## src/rtl/pipelined_carry_adder.sv

```systemverilog
// pipelined_carry_adder
//   Adds or subtracts two N-bit operands. The carry chain is split into
//   STAGES register-separated slices of W = N/STAGES bits. It accepts one
//   operation per cycle and supports full backpressure.
//
//   Handshake: a transfer happens on a rising edge only when valid and ready
//   are both 1. This applies to the input side (in_valid/in_ready) and to the
//   output side (out_valid/out_ready). The producer holds its operands stable
//   until it is accepted. The consumer sees Sum/Cout/Ovf held stable until it
//   takes them.
//
// Ports:
//   clk, rst               clock, asynchronous active-high reset
//   in_valid / in_ready    operand handshake (A, B, Cin, sub)
//   A, B                   N-bit operands
//   Cin                    carry-in, used only when sub = 0
//   sub                    0: A+B+Cin   1: A-B computed as A+~B+1
//   out_valid / out_ready  result handshake (Sum, Cout, Ovf)
//   Sum                    N-bit result, modulo 2^N
//   Cout                   carry out of bit N-1 (for sub: 1 = no borrow)
//   Ovf                    two's-complement overflow
module pipelined_carry_adder #(
    parameter int N      = 32,
    parameter int STAGES = 4
) (
    input  logic         clk,
    input  logic         rst,
    input  logic         in_valid,
    output logic         in_ready,
    input  logic [N-1:0] A,
    input  logic [N-1:0] B,
    input  logic         Cin,
    input  logic         sub,
    output logic         out_valid,
    input  logic         out_ready,
    output logic [N-1:0] Sum,
    output logic         Cout,
    output logic         Ovf
);
    localparam int W = N / STAGES;

    if (STAGES < 1 || STAGES > N || (N % STAGES) != 0) begin : g_bad_param
        $error("pipelined_carry_adder: STAGES must be in 1..N and divide N");
    end

    // en[k]: stage k may load this cycle. A stage loads when it is empty or
    // when its successor is loading. The chain is combinational, so a bubble
    // anywhere lets every stage below it move in the same cycle.
    logic [STAGES:0] en;
    assign en[STAGES] = out_ready;
    assign in_ready   = !rst && en[0];

    for (genvar k = 0; k < STAGES; k++) begin : stage
        // RW counts the operand bits that are not yet added on entry to this
        // stage. Slice k sits in the low W bits of the remaining operands.
        localparam int RW = N - k * W;

        logic [RW-1:0]      a_src;
        logic [RW-1:0]      b_src;
        logic               c_src;
        logic               v_src;
        logic [W:0]         slice;
        logic [(k+1)*W-1:0] s_nxt;

        logic               v_r;
        logic               c_r;
        logic [(k+1)*W-1:0] s_r;

        if (k == 0) begin : g_first
            // Subtraction inverts B and forces the carry-in at acceptance.
            assign a_src = A;
            assign b_src = sub ? ~B : B;
            assign c_src = sub ? 1'b1 : Cin;
            assign v_src = in_valid;
        end else begin : g_next
            assign a_src = stage[k-1].g_rem.a_r;
            assign b_src = stage[k-1].g_rem.b_r;
            assign c_src = stage[k-1].c_r;
            assign v_src = stage[k-1].v_r;
        end

        assign slice = {1'b0, a_src[W-1:0]} + {1'b0, b_src[W-1:0]} + {{W{1'b0}}, c_src};

        if (k == 0) begin : g_sum_first
            assign s_nxt = slice[W-1:0];
        end else begin : g_sum_next
            assign s_nxt = {slice[W-1:0], stage[k-1].s_r};
        end

        assign en[k] = !v_r || en[k+1];

        always_ff @(posedge clk or posedge rst) begin
            if (rst) begin
                v_r <= 1'b0;
                c_r <= 1'b0;
                s_r <= '0;
            end else if (en[k]) begin
                v_r <= v_src;
                if (v_src) begin
                    c_r <= slice[W];
                    s_r <= s_nxt;
                end
            end
        end

        if (k < STAGES - 1) begin : g_rem
            // Upper operand slices that later stages still have to add.
            logic [RW-W-1:0] a_r;
            logic [RW-W-1:0] b_r;

            always_ff @(posedge clk or posedge rst) begin
                if (rst) begin
                    a_r <= '0;
                    b_r <= '0;
                end else if (en[k] && v_src) begin
                    a_r <= a_src[RW-1:W];
                    b_r <= b_src[RW-1:W];
                end
            end
        end else begin : g_last
            // Carry into bit N-1 is the sum bit XOR both operand bits. The
            // overflow flag is registered here so that Ovf is a plain
            // register output.
            logic c_msb;
            logic ovf_r;

            assign c_msb = a_src[W-1] ^ b_src[W-1] ^ slice[W-1];

            always_ff @(posedge clk or posedge rst) begin
                if (rst) begin
                    ovf_r <= 1'b0;
                end else if (en[k] && v_src) begin
                    ovf_r <= slice[W] ^ c_msb;
                end
            end
        end
    end

    assign out_valid = stage[STAGES-1].v_r;
    assign Sum       = stage[STAGES-1].s_r;
    assign Cout      = stage[STAGES-1].c_r;
    assign Ovf       = stage[STAGES-1].g_last.ovf_r;

endmodule

```

## config.mk

```make
export PLATFORM = sky130hd
export DESIGN_NAME = pipelined_carry_adder
export DESIGN_NICKNAME = d
export VERILOG_FILES = /design/src/rtl/pipelined_carry_adder.sv
export SDC_FILE = /design/constraint.sdc
export NUM_CORES = 1
export LEC_CHECK = 0
export BUFFER_PORTS_ARGS = -buffer_cell sky130_fd_sc_hd__buf_4
export CAP_MARGIN = 20
export CORE_MARGIN = 1
export CORE_UTILIZATION = 62
export DETAILED_ROUTE_END_ITERATION = 10
export PLACE_DENSITY = 0.85
export REMOVE_ABC_BUFFERS = 1
export SLEW_MARGIN = 30
export SYNTH_ARGS = -nofsm -noshare
export SYNTH_HDL_FRONTEND = slang
export SYNTH_SLANG_ARGS = --single-unit
```

## constraint.sdc

```tcl
create_clock -name clk -period 11.2 [get_ports clk]
set_clock_uncertainty 0.2 [all_clocks]
set_input_delay 0.56 -clock clk [delete_from_list [all_inputs] [get_ports clk]]
set_output_delay 0.56 -clock clk [all_outputs]
set_load 0.02 [all_outputs]
```

[Word level (Yosys, flattened, before mapping)]
Cells that the tools add are included.
Widths: inputs -> output; s select.
Storage, ports and cells
  memory bits (read-only): 0
  bits in latches: 0
  memories kept: 0
  word-level logic and storage cells: 51
  output and inout port bits: 36
  bits of input ports: 70
  memory bits (writable): 0
  flip-flop bits (word level): 185
Operators by class
  bitwise gates (word level): 4
  shift operators: 0
  eq/ne operators: 0
  multiplexer cells: 2
  add/subtract/negate cells: 8
  magnitude comparators: 0
  div/mod/pow operators: 0
  reductions and logical operators: 18
  $mul: 0
Operator list (count)
  $add 8x8->9: 4
  $add 9x1->9: 4
  $mux 32: 1
  $not 32->32: 1
  $reduce_and 2->1: 4
  $logic_and 1x1->1: 5
  $logic_not 1->1: 5
  $logic_or 1x1->1: 4
  $xor 1x1->1: 3
  $mux 1: 1

[Depth between registers and ports, before layout]
Gate-level depths: netlist of run 1.
  word-level depth: 6
  gate-level depth with buffers: 12
  gate-level depth less buffers: 10

[Worst setup path after synthesis of run 1]
OpenSTA, ideal clock, no wires.
  kind: input-to-output
  start: input port rst
  end: output port in_ready
  required time: 10.440 ns
  arrival: 4.962 ns
  path slack: 5.478 ns
  stages: 2
  buffers on the path: 0
  path through: inv_1 -> and2_1
Between the ends
  cells in the longest elaborated chain, start to end: 2
Ends and longest elaborated chain
  start: declaration: RTL line 27  | input logic rst,
  $logic_not 1->1 (no line)
  $logic_and 1x1->1: RTL line 51  | assign in_ready = !rst && en[0];
  end: declaration: RTL line 29  | output logic in_ready,
Every way passes these cells.

[Final worst setup path of run 1]
  start: input port sub
  end: register stage[0].c_r
Between the ends
  cells in the longest elaborated chain, start to end: 3
  elaborated cells between the ends (all ways): 4
  classes of those cells: 2 x add/sub; 2 x mux
Ends and longest elaborated chain
  start: declaration: RTL line 33  | input logic sub,
  $mux 32: RTL line 72  | assign b_src = sub ? ~B : B;
  $add 8x8->9: RTL line 82  | assign slice = {1'b0, a_src[W-1:0]} + {1'b0, b_src[W-1:0]} + {{W{1'b0}}, c_src};
  $add 9x1->9 *: RTL line 82
  end signal: assignment: RTL line 100  | c_r <= slice[W];
  end: declaration: RTL line 66  | logic c_r;
Mark *: on every way between the ends. The rest lies on a longest branch, timed or not.
A chain may end at the register's enable or synchronous reset.

==> run_results.csv, run 1 <==
group,metric,value,unit
status,status,"finished clean",
grt,grt_pass1_vias,5490,
setup_path,cp-startpoint,"sub",
floorplanning,die_w,117.9,µm
synth,avgSynthCellArea,12.99,µm²
synth,synth_seq_cells,185,
timing,setup_viol,0,
routing,wl,14870,µm
floorplanning,row_count,41,
clocking,postCtsResizedCells,0,
setup_path,r2r-start,"stage[2].c_r$_DFFE_PP0P_",
finish,drive_above_1_share,33.95,%
finish,final.fill_count,798,
synth,synthMuxAreaShare,17.29,%
power_and_ir_drop,p_sw_share,31.80,%
finish,register_area,4629,µm²
synth,ys_warn_count,0,
timing,period_share,25.20,%
grt,groute.usage.overall,23.87,%
grt,grt-ovfl-total,0,
routing,dr.pass1.iters,4,
grt,grt_pass1_wl,25810,µm
clocking,cts_buffer_depth,2,
timing,fin_crit,2.823,ns
grt,grt_max_degree,121,
power_and_ir_drop,p_leak,4.508,nW
synth,yosys.area.top_type,"dfrtp_1",
finish,synthToLayoutAreaGrowth,17.73,%
floorplanning,die_area,13900,µm²
setup_path,cp.required,11.28,ns
finish,diodes,0,
setup_path,critPathMaxFanout,33,
floorplanning,core_region_area,12880,µm²
routing,drc,0,
setup_path,cp-start-kind,"primary input",
timing,setup_ws,8.377,ns
power_and_ir_drop,seq_power_share,42.1,%
floorplanning,start_util,64.68,%
routing,vias_per_cell,5.413,
power_and_ir_drop,p_int,1.684,mW
place,dpl_cell_area,9186,µm²
synth,synth_xor_area_share,5.784,%
clocking,postCtsHoldBufs,0,
floorplanning,io_pins,106,
finish,multi_input_area,3515,µm²
timing,worstMarginPinSlew,0.8102,ns
setup_path,cp.arrival,2.91,ns
synth,ys.flop_type,"dfrtp_1",
timing,worst_hold_slack,0.06808,ns
timing,rsz0062_at_grt,"false",
power_and_ir_drop,power.switching,785.0,µW
clocking,clkTransAtPathRegs,0.06,ns
synth,synth_top_family_by_area,"multiplexers",
synth,synth_compound_area_share,7.046,%
clocking,clk_latency,0.43,ns
timing,max_freq,0.3543,GHz
clocking,numCtsBuffers,17,
routing,drt-initial-drc-count,317,
finish,num-nets-final,844,
routing,antenna_left,0,
synth,ys_types,38,
flow_run,maxCapViolations,0,
setup_path,worst-setup-path-type,"primary input to register",
synth,ys_seq_area_share,55.59,%
routing,vias,4996,
timing,setup_tns,0,ns
synth,netlist_instances,641,
clocking,h-tree-depth,4,
setup_path,endpoint_kind,"register",
setup_path,slowest_delay,0.46,ns
timing,final_hold_viol_count,0,
timing,slew_viol_final,0,
power_and_ir_drop,p_clk_share,24.3,%
finish,post-route-cell-area,9804,µm²
synth,synth_most_common_cell,"dfrtp_1",
power_and_ir_drop,ir_drop,131.5,µV
synth,async_reset_ff_share,100.0,%
place,hpwlAfterDp,9718,µm
clocking,root_buffer,"clkbuf_16",
setup_path,crit_path_cell_trace,"buf_4, xor2_1, fa_1, inv_1, fa_1, nor2b_1, o21ai_0, nand2b_1, a31o_2, a21oi_1, o21ai_0",
place,pre_cts_ws,7.955,ns
synth,netlist_top_cells_count,"dfrtp_1 (185), mux2_2 (101), nand2_1 (56), o21ai_0 (54), xnor2_1 (35)",
power_and_ir_drop,comb_power_share,33.6,%
place,io_buffers,105,
synth,synth_fa_ha_area_share,6.130,%
setup_path,r2r_cells,8,
synth,syn_area,8328,µm²
timing,slew_headroom,45.99,%
clocking,clock_sinks,185,
place,place_congestion,0.8285,
floorplanning,die_h,117.9,µm
clocking,cts_tree,"built",
synth,synthTopCellsByArea,"dfrtp_1 (56%), mux2_2 (14%), ha_1 (4.2%)",
grt,antenna_found_initial,0,
synth,synth_top_area_share,55.59,%
synth,yosys.area_share.simple,5.574,%
synth,synth-edff-count,0,
worst_hold_path,hold_class,"primary input to asynchronous set/reset pin",
power_and_ir_drop,pwr_density_cell,251.8,nW/µm²
setup_path,cp_slowest_cell,"buf_4",
routing,wire_per_inst,16.11,µm
clocking,post-cts-setup-buffer-count,0,
-- cells by family after synthesis --
| group | after synthesis |
|---|---|
| flops | 185 |
| mux | 128 |
| compound gates | 100 |
| simple gates | 100 |
| xor+xnor | 55 |
| buf+inv | 37 |
| fa+ha+maj | 36 |
-- power by group through the flow --
| stage | Clock, mW | Sequential (mW) | Combinational (mW) |
|---|---|---|---|
| 2_1_floorplan | 0 | 1.08 | 0.526 |
| 3_3_place_gp | 0 | 1.03 | 0.784 |
| 3_5_place_dp | 0 | 1.05 | 0.820 |
| 4_1_cts | 0.612 | 1.04 | 0.838 |
| 5_1_grt | 0.642 | 1.07 | 0.914 |
| 6_report | 0.601 | 1.04 | 0.829 |
-- sequential cells by signal, summed over array words and instances (netlist names) --
register	flops
stage.g_rem.b_r	48
stage.g_rem.a_r	48
Cout	1
stage.c_r	3
out_valid	1
Ovf	1
Sum	32
stage.s_r	48
stage.v_r	3
-- worst max-delay path, delay by kind of cell --
kind | cells | cell delay (ns)
AOI/OAI and AO/OA | 4 | 0.77
xor gates and xnor gates | 1 | 0.18
adders and majority gates | 2 | 0.66
buffers and inverters | 2 | 0.55
and+or+nand+nor | 2 | 0.18
-- final timing paths --
kind                                                          end  slack [ns]
worst max-delay path                     stage[0].c_r$_DFFE_PP0P_        8.38
worst min-delay path                          Sum[14]$_DFFE_PP0P_        0.07
max in group asynchronous       stage[1].g_rem.b_r[2]$_DFFE_PP0P_        9.39
min in group clk                stage[0].g_rem.a_r[1]$_DFFE_PP0P_        0.16
worst min register to register  stage[0].g_rem.b_r[8]$_DFFE_PP0P_        0.27
worst max register to register                    Ovf$_DFFE_PP0P_        8.58
-- placed cells by master (no fill, tap or decap), drive strengths merged, types with 2 or more instances in the layout --
cell type	synthesis	final
nand2b	8	8
nand3	3	3
bufinv	0	2
mux2	127	127
or2	2	2
a31oi	2	2
fa	8	8
clkinv	0	2
a21oi	19	19
xor2	20	20
nor2b	8	8
buf	26	107
xnor2	35	35
o21ai	60	60
o21bai	5	5
clkbuf	3	26
clkinvlp	0	2
dfrtp	185	185
nor3	7	7
a21o	10	10
inv	8	8
ha	28	28
nor2	12	12
nand2	57	57
-- layer usage --
layer | vias up | part of all wire, % | track usage [%] | wire, µm
met4 | 0 | 2.1 | 10.34 | 313
met3 | 30 | 3.8 | 6.056 | 566
met2 | 115 | 52 | 41.32 | 7691
met5 | - | 0 | 0 | 0
li1 | 2395 | - | - | -
met1 | 2456 | 42 | 28.10 | 6299
-- area by class of cell --
type / count / share of cell area [%]
multi-input combinational: 419 / 35.85
inverter: 8 / 0.3828
tap: 172 / 2.195
clock inverter: 6 / 0.8678
timing repair buffer: 107 / 8.193
clock buffer: 26 / 5.296
sequential: 185 / 47.22
-- stage by stage --
step                      util, %  std cells  power [mW]
after floorplan                 -        612       1.604
after global placement      71.30        891       1.812
after detailed placement    71.34        891       1.869
after CTS                   76.04        923       2.490
after global routing        76.14        923       2.623
final                       76.14        923       2.469
Power figures use the tool's default switching activity.
==> inputs of run 2 (changes only) <==
--- a/config.mk
+++ b/config.mk
@@ -8,9 +8,9 @@
 export BUFFER_PORTS_ARGS = -buffer_cell sky130_fd_sc_hd__buf_4
 export CAP_MARGIN = 20
 export CORE_MARGIN = 1
-export CORE_UTILIZATION = 62
+export CORE_UTILIZATION = 52
 export DETAILED_ROUTE_END_ITERATION = 10
-export PLACE_DENSITY = 0.85
+export PLACE_DENSITY = 0.76
 export REMOVE_ABC_BUFFERS = 1
 export SLEW_MARGIN = 30
 export SYNTH_ARGS = -nofsm -noshare
==> constraint.sdc (replaced) <==
create_clock -name clk -period 2.4 [get_ports clk]
set_clock_uncertainty 0.2 [all_clocks]
set_input_delay 0.12 -clock clk [delete_from_list [all_inputs] [get_ports clk]]
set_output_delay 0.12 -clock clk [all_outputs]
set_load 0.02 [all_outputs]
==> run 2 against run 1 <==
Sequential power rose to 4.6 times the previous value. Combinational power grew to 4.9 times the previous value. Clock-buffer cell count shrank 5. Register-to-register slack got worse by 8.6 ns. First-iteration DRC count shrank 14%. Clock power grew to 4.8 times the previous value. Non-clock buffer count is 81 higher. Global-route usage fell by 2.7 points. Critical path depth down 3. Sequential share of layout area fell by 4.0 points. Worst hold slack worse by 0.055 ns. Highest routed layer unchanged.
==> run_results.csv, run 2 (synthesized netlist as in run 1, its figures left out) <==
group,metric,value,unit
status,status,"finished clean",
timing,slew_headroom,70.43,%
finish,synthToLayoutAreaGrowth,28.68,%
grt,antenna_found_initial,0,
grt,grt_max_degree,75,
finish,final.fill_count,1132,
timing,period_share,99.84,%
floorplanning,io_pins,106,
worst_hold_path,min-delay-start,"sub",
finish,post-route-cell-area,10720,µm²
setup_path,crit_path_cell_trace,"fa_2, fa_2, a21o_1, a22o_1, nand2b_4, a21oi_4, xor2_1, o21ai_1",
finish,largestRegisters,"stage.g_rem.a_r: 48 flops, stage.g_rem.b_r: 48 flops, stage.s_r: 48 flops",
clocking,clkTransAtPathRegs,0.06,ns
clocking,numCtsBuffers,17,
floorplanning,die_w,128.6,µm
place,dpl_cell_area,9410,µm²
power_and_ir_drop,pwr_density_cell,1105,nW/µm²
floorplanning,start_util,53.98,%
setup_path,r2r-end,"Ovf$_DFFE_PP0P_",
worst_hold_path,hold_class,"primary input to register",
floorplanning,core_region_area,15430,µm²
grt,groute.usage.overall,21.19,%
setup_path,cp-start-kind,"register",
finish,drive_above_1_share,34.13,%
routing,antenna_left,0,
routing,drc,0,
power_and_ir_drop,total_power,11.84,mW
clocking,h-tree-depth,4,
finish,num-nets-final,925,
finish,diodes,0,
setup_path,cp.arrival,2.51,ns
routing,vias,5292,
routing,wire_per_inst,15.06,µm
clocking,cts_buffer_depth,2,
clocking,root_buffer,"clkbuf_16",
routing,dr.pass1.iters,4,
finish,mostFrequentLayoutCells,"dfrtp_1 (185), buf_4 (119), mux2_2 (101), dlygate4sd3_1 (63), nand2_1 (54)",
timing,worstMarginPinSlew,0.4436,ns
place,place_congestion,0.7812,
setup_path,worst-setup-path-type,"register to register",
setup_path,critPathBufInv,0,
setup_path,r2r-start,"stage[2].g_rem.b_r[0]$_DFFE_PP0P_",
setup_path,r2r_cells,8,
finish,final_common_cell,"dfrtp_1",
timing,setup_ws,0.003880,ns
setup_path,cp_top_family,"adder cells",
setup_path,crit_top_cell,"fa_2",
worst_hold_path,min_to,"stage[0].g_rem.b_r[10]$_DFFE_PP0P_",
timing,max_freq,0.4173,GHz
timing,fin_crit,2.396,ns
setup_path,endpoint_kind,"register",
place,io_buffers,105,
timing,setup_viol,0,
place,hpwlAfterDp,10170,µm
floorplanning,die_h,128.6,µm
grt,grt-ovfl-total,0,
power_and_ir_drop,p_leak,4.889,nW
routing,vias_per_cell,5.074,
worst_hold_path,worstHoldPathCells,4,
setup_path,critPathMaxFanout,2,
clocking,clock_sinks,185,
flow_run,maxCapViolations,0,
setup_path,slowest_delay,0.41,ns
timing,worst_hold_slack,0.01315,ns
floorplanning,die_area,16530,µm²
timing,rsz0062_at_grt,"true",
setup_path,cp.required,2.51,ns
clocking,cts_tree,"built",
timing,slew_viol_final,0,
setup_path,rrSetupSlack,0.004,ns
grt,grt_pass1_wl,26830,µm
clocking,clk_latency,0.43,ns
setup_path,cp_slowest_cell,"fa_2",
routing,wl,15710,µm
place,pre_cts_ws,-0.1366,ns
grt,grt_pass1_vias,5705,
power_and_ir_drop,ir_drop,613.5,µV
timing,setup_tns,0,ns
routing,drt-initial-drc-count,272,
timing,final_hold_viol_count,0,
floorplanning,row_count,45,
[run 2: final cells by class]
type | count | area [µm²] | area share (%)
Sequential cell | 185 | 4629 | 43.20
Clock buffer | 21 | 480.5 | 4.483
Inverter | 8 | 37.54 | 0.3503
Clock inverter | 11 | 142.6 | 1.331
Tap cell | 211 | 264.0 | 2.464
Timing Repair Buffer | 188 | 1644 | 15.34
Multi-Input combinational cell | 419 | 3518 | 32.83
[run 2: metal layers]
metal | wire, µm | track usage [%]
met4 | 241 | 7.889
met5 | 0 | 0
met1 | 7024 | 26.31
met3 | 514 | 4.574
met2 | 7928 | 36.47
[run 2: how the worst max path moves through the flow]
stage | slack (ns) | startpoint | endpoint | cells after the start
6_report | 0.004 | stage[2].g_rem.b_r[0]$_DFFE_PP0P_ | Ovf$_DFFE_PP0P_ | 8
5_1_grt | -0.09 | stage[2].g_rem.b_r[0]$_DFFE_PP0P_ | Ovf$_DFFE_PP0P_ | 8
4_1_cts | -0.0008 | stage[2].g_rem.b_r[0]$_DFFE_PP0P_ | Ovf$_DFFE_PP0P_ | 8
3_5_place_dp | -0.14 | stage[1].c_r$_DFFE_PP0P_ | stage[2].s_r[22]$_DFFE_PP0P_ | 8
3_3_place_gp | -0.07 | stage[2].c_r$_DFFE_PP0P_ | Ovf$_DFFE_PP0P_ | 8
2_1_floorplan | -2.96 | rst | Cout$_DFFE_PP0P_ | 1
[run 2: repair_timing]
| action | 4_1_cts | 5_1_grt |
|---|---|---|
| hold buffers | 63 | 0 |
| resized for setup | 7 | 4 |
| endpoints found under the hold margin | 245 | 0 |
| pin swaps | 2 | 8 |
| setup endpoints to repair | 5 | 5 |
| buffers inserted | 0 | 4 |
[run 2: metrics by stage]
stage,cells,util (%)
6_report,1043,69.46
5_1_grt,1043,69.46
4_1_cts,1039,69.25
3_5_place_dp,944,61.00
3_3_place_gp,944,61.00
2_1_floorplan,612,-
[run 2: worst reg2reg max path, stage by stage (launching register included)]
cell	delay, ns
dfrtp_1	0.40
fa_2	0.41
fa_2	0.35
a21o_1	0.19
a22o_1	0.23
nand2b_4	0.15
a21oi_4	0.14
xor2_1	0.15
o21ai_1	0.07
[run 2: power by group]
part	internal, mW	switching (mW)
clock network	1.75	1.16
logic	2.15	1.95
registers	4.20	0.627
total	8.11	3.74
==> inputs of run 3 (changes only) <==
--- a/config.mk
+++ b/config.mk
@@ -11,7 +11,6 @@
 export CORE_UTILIZATION = 52
 export DETAILED_ROUTE_END_ITERATION = 10
 export PLACE_DENSITY = 0.76
-export REMOVE_ABC_BUFFERS = 1
 export SLEW_MARGIN = 30
 export SYNTH_ARGS = -nofsm -noshare
 export SYNTH_HDL_FRONTEND = slang
==> run 3 against run 2 <==
The run now ends with negative setup slack left. Sequential share of layout area is 0.28 points higher. Worst hold slack worse by 0.0080 ns. Utilization is 0.45 points lower. First-iteration DRC count is 17% lower. Worst setup slack worse by 0.0073 ns. Largest cell class unchanged. Highest routed layer unchanged.
==> run_results.csv, run 3 (synthesized netlist as in run 1, its figures left out) <==
group,metric,value,unit
routing,wl,15930,µm
routing,dr.pass1.iters,4,
grt,grt_pass1_vias,5656,
timing,setup_ws,-0.003429,ns
floorplanning,die_h,128.6,µm
status,status,"finished, violations left",
routing,drc,0,
routing,vias_per_cell,5.125,
setup_path,crit_top_cell,"fa_2",
finish,mostFrequentLayoutCells,"dfrtp_1 (185), buf_4 (119), mux2_2 (101), dlygate4sd3_1 (61), nand2_1 (54)",
setup_path,rrSetupSlack,-0.003,ns
timing,slew_viol_final,0,
routing,wire_per_inst,15.25,µm
finish,largestRegisters,"stage.g_rem.a_r: 48 flops, stage.g_rem.b_r: 48 flops, stage.s_r: 48 flops",
floorplanning,io_pins,106,
power_and_ir_drop,pwr_density_cell,1092,nW/µm²
clocking,cts_buffer_depth,2,
timing,final_hold_viol_count,0,
floorplanning,row_count,45,
worst_hold_path,hold_class,"primary input to register",
timing,period_share,100.1,%
worst_hold_path,worstHoldPathCells,4,
status,violations,"negative setup slack",
clocking,h-tree-depth,4,
clocking,clock_sinks,185,
power_and_ir_drop,ir_drop,601.0,µV
setup_path,cp_slowest_cell,"dfrtp_1",
place,placed_cells,945,
finish,utilization,69.02,%
grt,grt-ovfl-total,0,
setup_path,r2r_cells,8,
clocking,clk_latency,0.43,ns
synth,synthesis.nets,747,
timing,setup_viol,2,
grt,grt_pass1_wl,27190,µm
flow_run,maxCapViolations,0,
finish,num-nets-final,923,
routing,antenna_left,0,
finish,synthToLayoutAreaGrowth,27.85,%
routing,vias,5350,
finish,drive_above_1_share,34.34,%
timing,max_freq,0.4161,GHz
grt,antenna_found_initial,3,
setup_path,endpoint_kind,"register",
timing,slew_headroom,61.48,%
place,place_congestion,0.8494,
setup_path,path_depth,8,
grt,groute.usage.overall,21.51,%
timing,worstMarginPinSlew,0.5778,ns
setup_path,slowest_delay,0.41,ns
place,hpwlAfterDp,10700,µm
clocking,cts_tree,"built",
clocking,root_buffer,"clkbuf_16",
clocking,numCtsBuffers,17,
place,dpl_cell_area,9417,µm²
routing,drt-initial-drc-count,225,
setup_path,crit_path_cell_trace,"fa_2, fa_2, a21o_1, a22o_1, nand2b_4, a21oi_4, xor2_1, o21ai_1",
grt,grt_max_degree,116,
clocking,clkTransAtPathRegs,0.07,ns
floorplanning,core_region_area,15430,µm²
floorplanning,start_util,53.98,%
setup_path,cp_top_family,"adder cells",
setup_path,cp-start-kind,"register",
floorplanning,die_area,16530,µm²
setup_path,cp.arrival,2.51,ns
setup_path,worst-setup-path-type,"register to register",
setup_path,critPathMaxFanout,2,
finish,final_common_cell,"dfrtp_1",
setup_path,critPathBufInv,0,
timing,fin_crit,2.403,ns
place,io_buffers,105,
finish,post-route-cell-area,10650,µm²
setup_path,cp.required,2.51,ns
finish,final_cells,1044,
timing,rsz0062_at_grt,"true",
floorplanning,die_w,128.6,µm
power_and_ir_drop,p_leak,4.829,nW
-- run 3: per-layer routing --
layer / up-vias / global-route usage [%] / share of wire, %
met5: - / 0 / 0
met4: 0 / 8.789 / 2.3
met3: 29 / 4.033 / 2.7
met2: 88 / 37.36 / 53
met1: 2666 / 26.53 / 42
li1: 2567 / - / -
-- run 3: final timing paths --
| path | start | endpoint |
|---|---|---|
| hold reg to reg | stage[1].s_r[12]$_DFFE_PP0P_ | stage[1].s_r[12]$_DFFE_PP0P_ |
| hold / removal | sub | stage[0].g_rem.b_r[20]$_DFFE_PP0P_ |
| setup reg to reg | stage[2].c_r$_DFFE_PP0P_ | Ovf$_DFFE_PP0P_ |
| max in group asynchronous | rst | stage[2].s_r[20]$_DFFE_PP0P_ |
| min in group asynchronous | rst | stage[2].s_r[6]$_DFFE_PP0P_ |
| setup / recovery | stage[2].c_r$_DFFE_PP0P_ | Ovf$_DFFE_PP0P_ |
-- run 3: repair_timing --
item | 4_1_cts | 5_1_grt
hold buffers | 61 | 0
endpoints found under the setup margin | 6 | 6
gates resized for setup | 5 | 7
endpoints found under the hold margin | 244 | 0
pin swaps | 2 | 10
buffers inserted | 1 | 2
-- run 3: tightest hold or removal path, cell delays in order --
cell	delay (ns)
buf_4	0.11
buf_4	0.16
xnor2_1	0.13
o21ai_0	0.07
-- run 3: cell type report --
| type | instances | area (µm²) |
|---|---|---|
| Inverter | 8 | 33.78 |
| Clock inverter | 11 | 96.34 |
| Clock buffer | 21 | 470.5 |
| Sequential cell | 185 | 4629 |
| Fill cell | 1088 | 4780 |
| Multi-Input combinational cell | 419 | 3522 |
| Antenna cell | 3 | 7.507 |
| Timing Repair Buffer | 186 | 1624 |
| Tap cell | 211 | 264.0 |
-- run 3: where the power goes --
part	leakage [nW]	internal [mW]	switching, mW
clock network	0.267	1.51	1.14
registers	2.22	4.21	0.640
logic	2.34	2.17	1.96
total	4.83	7.89	3.75
-- run 3: through the flow --
stage / power (mW) / setup WS, ns / setup TNS [ns] / hold slack, ns
after floorplan: 7.553 / -1.281 / -57.57 / 0.02837
after global placement: 8.640 / -0.03132 / -0.1006 / 0.1535
after detailed placement: 8.884 / -0.1064 / -0.4218 / 0.1565
after CTS: 11.69 / -0.01131 / -0.01131 / 0.0009628
after global routing: 12.37 / -0.1050 / -0.4199 / 0.01049
final: 11.63 / -0.003429 / -0.004894 / 0.005179
